<file path="config.mk">
export PLATFORM = sky130hd
export DESIGN_NAME = ex_hazard_ctrl
export DESIGN_NICKNAME = d
export VERILOG_FILES = /design/src/rtl/ex_hazard_ctrl_pkg.sv /design/src/rtl/ex_fwd_sel.sv /design/src/rtl/ex_hazard_ctrl.sv
export SDC_FILE = /design/constraint.sdc
export NUM_CORES = 1
export LEC_CHECK = 0
export BUFFER_PORTS_ARGS = -buffer_cell sky130_fd_sc_hd__buf_2
export CAP_MARGIN = 20
export CORE_MARGIN = 2
export CORE_UTILIZATION = 41
export DETAILED_ROUTE_END_ITERATION = 10
export HOLD_SLACK_MARGIN = 0.15
export PLACE_DENSITY = 0.75
export SYNTH_ARGS = -nofsm -noshare
export SYNTH_HDL_FRONTEND = slang
export SYNTH_HIERARCHICAL = 1
export SYNTH_SLANG_ARGS = --single-unit
</file>
<file path="constraint.sdc">
create_clock -name clk -period 1.2 [get_ports clk]
set_input_delay 0.12 -clock clk [delete_from_list [all_inputs] [get_ports clk]]
set_output_delay 0.12 -clock clk [all_outputs]
set_load 0.02 [all_outputs]
</file>
<file path="src/rtl/ex_hazard_ctrl_pkg.sv">
// Shared definitions for the EX-stage hazard controller: forward select
// encodings, FSM state type and default register index width.
package ex_hazard_ctrl_pkg;

  localparam int REG_AW_DEFAULT = 5;

  // Stall countdown width; holds LOAD_LAT-1 for LOAD_LAT up to 7.
  localparam int CNT_W = 3;

  // EX operand mux selects.
  localparam logic [1:0] FWD_RF  = 2'b00;  // register file read value
  localparam logic [1:0] FWD_WB  = 2'b01;  // value being written back
  localparam logic [1:0] FWD_MEM = 2'b10;  // alu_result held in MEM

  typedef enum logic {
    RUN   = 1'b0,
    STALL = 1'b1
  } state_t;

endpackage

</file>
<file path="src/rtl/ex_fwd_sel.sv">
// Combinational forward-source priority for one ID source operand.
// The instruction now in EX will sit in MEM when the ID instruction
// reaches EX, so it is the newer producer and wins over MEM. x0 never
// forwards.
module ex_fwd_sel
  import ex_hazard_ctrl_pkg::*;
#(
  parameter int REG_AW = REG_AW_DEFAULT
) (
  input  logic              src_en,
  input  logic [REG_AW-1:0] src,
  input  logic [REG_AW-1:0] ex_rd,
  input  logic              ex_reg_write,
  input  logic [REG_AW-1:0] mem_rd,
  input  logic              mem_reg_write,
  output logic [1:0]        sel
);

  // Priority compare: EX producer, then MEM producer, else register file.
  always_comb begin
    sel = FWD_RF;
    if (src_en && (src != '0)) begin
      if (ex_reg_write && (ex_rd == src)) begin
        sel = FWD_MEM;
      end else if (mem_reg_write && (mem_rd == src)) begin
        sel = FWD_WB;
      end
    end
  end

endmodule

</file>
<file path="src/rtl/ex_hazard_ctrl.sv">
// EX-stage hazard controller: registered operand forwarding selects,
// load-use stall sequencing and branch flush.
//
// Control semantics: stall_if/stall_id/bubble_ex/flush_id are level
// signals that take effect at the next clock edge; there is no
// handshake. While stall_if is high the front end must hold PC, IF/ID
// and ID unchanged, and bubble_ex loads a NOP into ID/EX at that edge.
// A taken branch overrides any stall: the front end is released and
// IF/ID is squashed.
//
// Optional build macro: HAZARD_STATS_EN adds saturating counters for
// stall cycles and flushes.
// dbg_state/dbg_cnt expose the FSM for observation.
module ex_hazard_ctrl
  import ex_hazard_ctrl_pkg::*;
#(
  parameter int LOAD_LAT = 1,
  parameter int REG_AW   = REG_AW_DEFAULT
) (
  input  logic              clk,
  input  logic              reset_n,
  input  logic              id_valid,
  input  logic [REG_AW-1:0] id_rs1,
  input  logic [REG_AW-1:0] id_rs2,
  input  logic              id_use_rs2,
  input  logic [REG_AW-1:0] ex_rd,
  input  logic              ex_reg_write,
  input  logic              ex_mem_read,
  input  logic [REG_AW-1:0] mem_rd,
  input  logic              mem_reg_write,
  input  logic              branch_taken,
  output logic              stall_if,
  output logic              stall_id,
  output logic              bubble_ex,
  output logic              flush_id,
  output logic [1:0]        fwd_a,
  output logic [1:0]        fwd_b,
  output logic              dbg_state,
  output logic [CNT_W-1:0]  dbg_cnt
`ifdef HAZARD_STATS_EN
  ,
  output logic [31:0]       stat_stall_cycles,
  output logic [31:0]       stat_flushes
`endif
);

  state_t           state, state_n;
  logic [CNT_W-1:0] cnt, cnt_n;
  logic             hit_rs1, hit_rs2, load_use;
  logic [1:0]       sel_a, sel_b;

  // Load-use detect against the load currently in EX.
  assign hit_rs1  = (ex_rd != '0) && (ex_rd == id_rs1);
  assign hit_rs2  = (ex_rd != '0) && (ex_rd == id_rs2) && id_use_rs2;
  assign load_use = id_valid && ex_mem_read && ex_reg_write && (hit_rs1 || hit_rs2);

  ex_fwd_sel #(.REG_AW(REG_AW)) u_fwd_a (
    .src_en        (1'b1),
    .src           (id_rs1),
    .ex_rd         (ex_rd),
    .ex_reg_write  (ex_reg_write),
    .mem_rd        (mem_rd),
    .mem_reg_write (mem_reg_write),
    .sel           (sel_a)
  );

  ex_fwd_sel #(.REG_AW(REG_AW)) u_fwd_b (
    .src_en        (id_use_rs2),
    .src           (id_rs2),
    .ex_rd         (ex_rd),
    .ex_reg_write  (ex_reg_write),
    .mem_rd        (mem_rd),
    .mem_reg_write (mem_reg_write),
    .sel           (sel_b)
  );

  // FSM state and stall countdown register.
  always_ff @(posedge clk) begin
    if (!reset_n) begin
      state <= RUN;
      cnt   <= '0;
    end else begin
      state <= state_n;
      cnt   <= cnt_n;
    end
  end

  // Next state and control outputs; all controls forced low in reset.
  always_comb begin
    state_n   = state;
    cnt_n     = cnt;
    stall_if  = 1'b0;
    stall_id  = 1'b0;
    bubble_ex = 1'b0;
    flush_id  = 1'b0;
    if (reset_n) begin
      if (branch_taken) begin
        flush_id  = 1'b1;
        bubble_ex = 1'b1;
        state_n   = RUN;
        cnt_n     = '0;
      end else begin
        case (state)
          RUN: begin
            if (load_use) begin
              stall_if  = 1'b1;
              stall_id  = 1'b1;
              bubble_ex = 1'b1;
              if (LOAD_LAT > 1) begin
                state_n = STALL;
                cnt_n   = CNT_W'(LOAD_LAT - 1);
              end
            end
          end
          STALL: begin
            stall_if  = 1'b1;
            stall_id  = 1'b1;
            bubble_ex = 1'b1;
            if (cnt == CNT_W'(1)) begin
              state_n = RUN;
              cnt_n   = '0;
            end else begin
              cnt_n = cnt - CNT_W'(1);
            end
          end
          default: begin
            state_n = RUN;
            cnt_n   = '0;
          end
        endcase
      end
    end
  end

  // Forward selects travel with the instruction into EX; bubbles and
  // empty ID slots carry register-file selects.
  always_ff @(posedge clk) begin
    if (!reset_n) begin
      fwd_a <= FWD_RF;
      fwd_b <= FWD_RF;
    end else if (bubble_ex || !id_valid) begin
      fwd_a <= FWD_RF;
      fwd_b <= FWD_RF;
    end else begin
      fwd_a <= sel_a;
      fwd_b <= sel_b;
    end
  end

  assign dbg_state = state;
  assign dbg_cnt   = cnt;

`ifdef HAZARD_STATS_EN
  // Saturating event counters.
  always_ff @(posedge clk) begin
    if (!reset_n) begin
      stat_stall_cycles <= '0;
      stat_flushes      <= '0;
    end else begin
      if (stall_if && (stat_stall_cycles != 32'hFFFF_FFFF))
        stat_stall_cycles <= stat_stall_cycles + 32'd1;
      if (flush_id && (stat_flushes != 32'hFFFF_FFFF))
        stat_flushes <= stat_flushes + 32'd1;
    end
  end
`endif

endmodule

</file>
# ---- After elaboration in Yosys (flattened, before gate mapping)
# Cells that the tools add are included.
dict set report word_totals {
  register_bits 8
  latch_bits 0
  ramBits 0
  rom_bits 0
  inputBits 28
  word_cells 53
  memories 0
}
dict set report op_classes {
  n_addsub 1
  multipliers 0
  n_div 0
  magnitude_cmp 0
  eq_ne 5
  n_shift 0
  mux 14
  bitwise_logic 4
  reduce_logical 23
}
# cell count
set ops {}
lappend ops {{equality test 5 bit} 4}
lappend ops {{nonzero test 5 bit} 3}
lappend ops {{logical AND 1 bit} 11}
lappend ops {{2-to-1 mux 1 bit} 10}
lappend ops {{OR reduction 3 bit} 3}
lappend ops {{OR reduction 4 bit} 2}
lappend ops {{2-to-1 mux 2 bit} 2}
lappend ops {{NOT 1 bit} 4}
lappend ops {{equality test 3 x 1 -> 1 bit (second input constant)} 1}
lappend ops {{2-to-1 mux 3 bit} 1}
lappend ops {{subtractor 3 x 1 -> 3 bit (second input constant)} 1}
lappend ops {{logical OR 1 bit} 2}
lappend ops {{case mux 1 bit (2 select lines)} 1}
lappend ops {{OR reduction 2 bit} 1}
lappend ops {{zero test 1 bit} 1}

# ---- Longest topological paths before layout
dict set report logic_depth {
  depth_word 11
  mapped_depth 6
  ltp_nobuf 6
}

# ---- Modules after synthesis
# The synthesis kept the hierarchy.
# module n_inst cells_per_inst area_each_um2 seq_area_each_um2
set by_module_without_submodules {}
lappend by_module_without_submodules {ex_hazard_ctrl 1 61 514.2 160.2}
lappend by_module_without_submodules {ex_fwd_sel 2 18 152.6 0.0}

# ---- Worst setup path before layout
# OpenSTA, ideal clock, no wires.
dict set report synth_timing {
  kind {register to output}
  start {register state (netlist: dbg_state)}
  end {output port stall_if}
  arrival_time_ps 1244
  path_slack_ps -164
  path_stages_with_launch 4
  path_buffers 1
  path_cell_list {dfxtp_1 > inv_1 > o2bb2ai_1 > buf_4}
}
dict set report synth_between {
  elab_chain_cells 4
}
# item line_no
set synth_lines {}
lappend synth_lines {{from (decl)} ex_hazard_ctrl.sv:47} ;# state_t state, state_n;
lappend synth_lines {{from (signal assigned)} ex_hazard_ctrl.sv:83} ;# state <= state_n;
lappend synth_lines {{NOT 1 bit (no line)} -}
lappend synth_lines {{case mux 1 bit (2 select lines) *} -}
lappend synth_lines {{2-to-1 mux 1 bit * (2 in series)} -}
lappend synth_lines {{to (decl)} ex_hazard_ctrl.sv:32} ;# output logic stall_if,
# Every way passes the cells marked *; elsewhere a longest branch is shown, timed or not.

# ---- Final worst setup path
dict set report layout_timing {
  start {register state (netlist: dbg_state)}
  end {output port bubble_ex}
}
dict set report layout_between {
  elab_chain_cells 4
}
# item line_no
set layout_lines {}
lappend layout_lines {{NOT 1 bit (no line)} -}
lappend layout_lines {{case mux 1 bit (2 select lines) *} ex_hazard_ctrl.sv:103} ;# case (state)
lappend layout_lines {{2-to-1 mux 1 bit *} ex_hazard_ctrl.sv:97} ;# if (branch_taken) begin
lappend layout_lines {{2-to-1 mux 1 bit *} ex_hazard_ctrl.sv:96} ;# if (reset_n) begin
lappend layout_lines {{to (decl)} ex_hazard_ctrl.sv:34} ;# output logic bubble_ex,
# Marks and branches as above.

==> results.toml <==
[outcome]
status = "complete, but fails checks"
violations = "setup timing"

[drt]
routed.top_layer = "met4"
vias_per_cell = 5.14
ant_nets = 0
wl_met3_um = 148
drt_iter0_markers = 9
drt-wirelength-per-cell_um = 12.5
via_count = 900
totalWireLength_um = 2190
wl_met1_um = 737
met2WireLength_um = 1270
drt_pass1_iterations = 4
drc_errors = 0

[yosys]
syn-mean-instance-area_sq_um = 8.45
yosys_warnings = 6
ys_seq_elements = 8
syn_inst = 97
syn-num-nets = 127
ys_seq_area_frac = 0.195
synth-main-ff-cell = "dfxtp_1"
synth_edf_count = 0
netlist_area_sq_um = 820
synth_area_leader_cell = "dfxtp_1"
synthArstFlopShare = 0
ys_types = 31
ys_top_cells_by_area = "dfxtp_1, xor2_1, xnor2_1"
synth_top_area_frac = 0.195

[setup_path]
start_kind = "register"
startpoint = "dbg_state"
cp_slowest_stage_delay_ps = 350
crit_family = "compound AO/OA/AOI/OAI gates"
cp_max_fo = 4
endpoint_kind = "output port"
crit_chain = "o21a_1 > a31o_1 > buf_6"
worstPathArrival_ps = 1090
r2r-start = "dbg_cnt[1]"
crit_buf_inv = 1
path_class = "register to output port"
slowest_stage = "dfxtp_4"
cp.required_ps = 1080

[worst_hold_path]
holdCritPathClass = "input pin to register"
hold_path_startpoint = "mem_reg_write"

[grt]
grt_pass1_vias = 840
track_usage = 0.184
antenna_found_initial = 0
grt_start_max_net_pins = 8
grt_pass1_wl_um = 3420
grt_overflow_total = 0

[place]
post-dp-hpwl_um = 1730
placed_area_sq_um = 1100
port_buffers = 39
gp_congestion = 0.814
post-place-ws_ps = -107

[power_and_ir_drop]
vdd_ir_drop_max_uv = 343
power_density_nw_per_um2 = 597
p_leak_nw = 0.571

[sta]
rsz0062_at_grt = "true"
min_period_over_period = 1.00
layout_min_cycle_time_ps = 1210
slew_viol_final = 0
hold_viol_final = 0
layout_setup_ws_ps = -5.15
finalClockSkew_ps = 9.39
fmax_ghz = 0.830
setup_viol = 1

[layout]
area_delta_synth_final_pct = 59.8
layout.nets = 179
layout-drive-gt1-share = 0.534
n_antenna_cell = 0
fillers = 165
ff_latch_area_sq_um = 171
final_common_cell = "buf_2"
multi_input_area_sq_um = 708
final_cell_mix = "buf_2, xor2_1, buf_4"
final_area_sq_um = 1310

[die]
rows = 16
die_h_um = 48.7
start_util = 0.426
ios = 40
core_area_sq_um = 1920
die_x_um = 48.7
die_area_sq_um = 2370

[clock_network]
path_clk_slew_ps = 60
cts_tree = "done"
cts_sinks = 8
cts_buffers = 3
ctsHtreeMaxLevel = 1
cts_max_path_buffers = 2
clock_latency_ps = 250
cts_root_buf = "clkbuf_4"

[run]
cap_violations = 0
-- synth_stat cells, drive strengths merged (2+ instances only) --
library cell,n
xor2,16
xnor2,14
dfxtp,8
nand2,7
a21oi,6
nand3,6
nor2,6
inv,4
nor4,4
nor3b,3
o21ai,3
buf,2
ha,2
nor3,2
or4,2
-- per-layer routing --
metal,track usage,vias to the layer above
met5,0,-
met4,0.0952,0
met3,0.0370,4
met2,0.342,40
met1,0.191,416
li1,-,440
-- final cells by class --
cell class	count	area share
Sequential cell	8	0.131
Timing Repair Buffer	49	0.269
Tap cell	27	0.0258
Multi-Input combinational cell	83	0.541
Clock buffer	4	0.0201
Inverter	4	0.0134
-- logic make-up after synthesis --
logic type               Yosys count  share of synthesized area
other                              1                    0.00458
buffers and inverters              6                     0.0412
adder cells (fa/ha/maj)            2                     0.0305
AND/OR/NAND/NOR                   34                      0.266
AO/OA/AOI/OAI                     15                      0.128
multiplexers                       1                     0.0137
XOR/XNOR                          30                      0.321
flip-flops                         8                      0.195
-- registers in the layout, summed over array words and instances (netlist names) --
| register | cells |
|---|---|
| fwd_b | 2 |
| dbg_state | 1 |
| dbg_cnt | 3 |
| fwd_a | 2 |
-- tightest hold or removal path, delay by kind of cell --
family | cells | cell delay (ps)
compound gates | 1 | 30
simple gates | 3 | 160
buf+inv | 1 | 100
-- power by group --
part	internal (mW)	total [mW]	switching, mW
clock	0.127	0.209	0.0824
combinational	0.167	0.314	0.147
sequential	0.259	0.260	0.0000378
-- metrics by stage --
| stage | utilization | hold WS [ps] | total power [mW] | TNS, ps | instances |
|---|---|---|---|---|---|
| after detailed placement | 0.571 | 476 | 0.526 | -401 | 168 |
| after global placement | 0.571 | 477 | 0.516 | -237 | 168 |
| final | 0.682 | 229 | 0.782 | -5.15 | 175 |
| after floorplan | - | 330 | 0.402 | 0 | 97 |
| after global routing | 0.682 | 254 | 0.842 | -148 | 175 |
| after CTS | 0.608 | 214 | 0.748 | -26.8 | 174 |
-- final timing paths --
kind	to	slack, ps	cells past startpoint
max	bubble_ex	-5	3
min	fwd_a[0]	230	5
max reg2reg	dbg_cnt[1]	10	6
min reg2reg	dbg_cnt[1]	520	2
-- what timing repair did --
item | CTS | global route
endpoints found under the setup margin | 4 | 5
setup buffers | 3 | 1
hold buffers | 0 | 0
resized for setup | 10 | 41
pin swaps | 4 | 12
(Power assumes the default switching activity.)
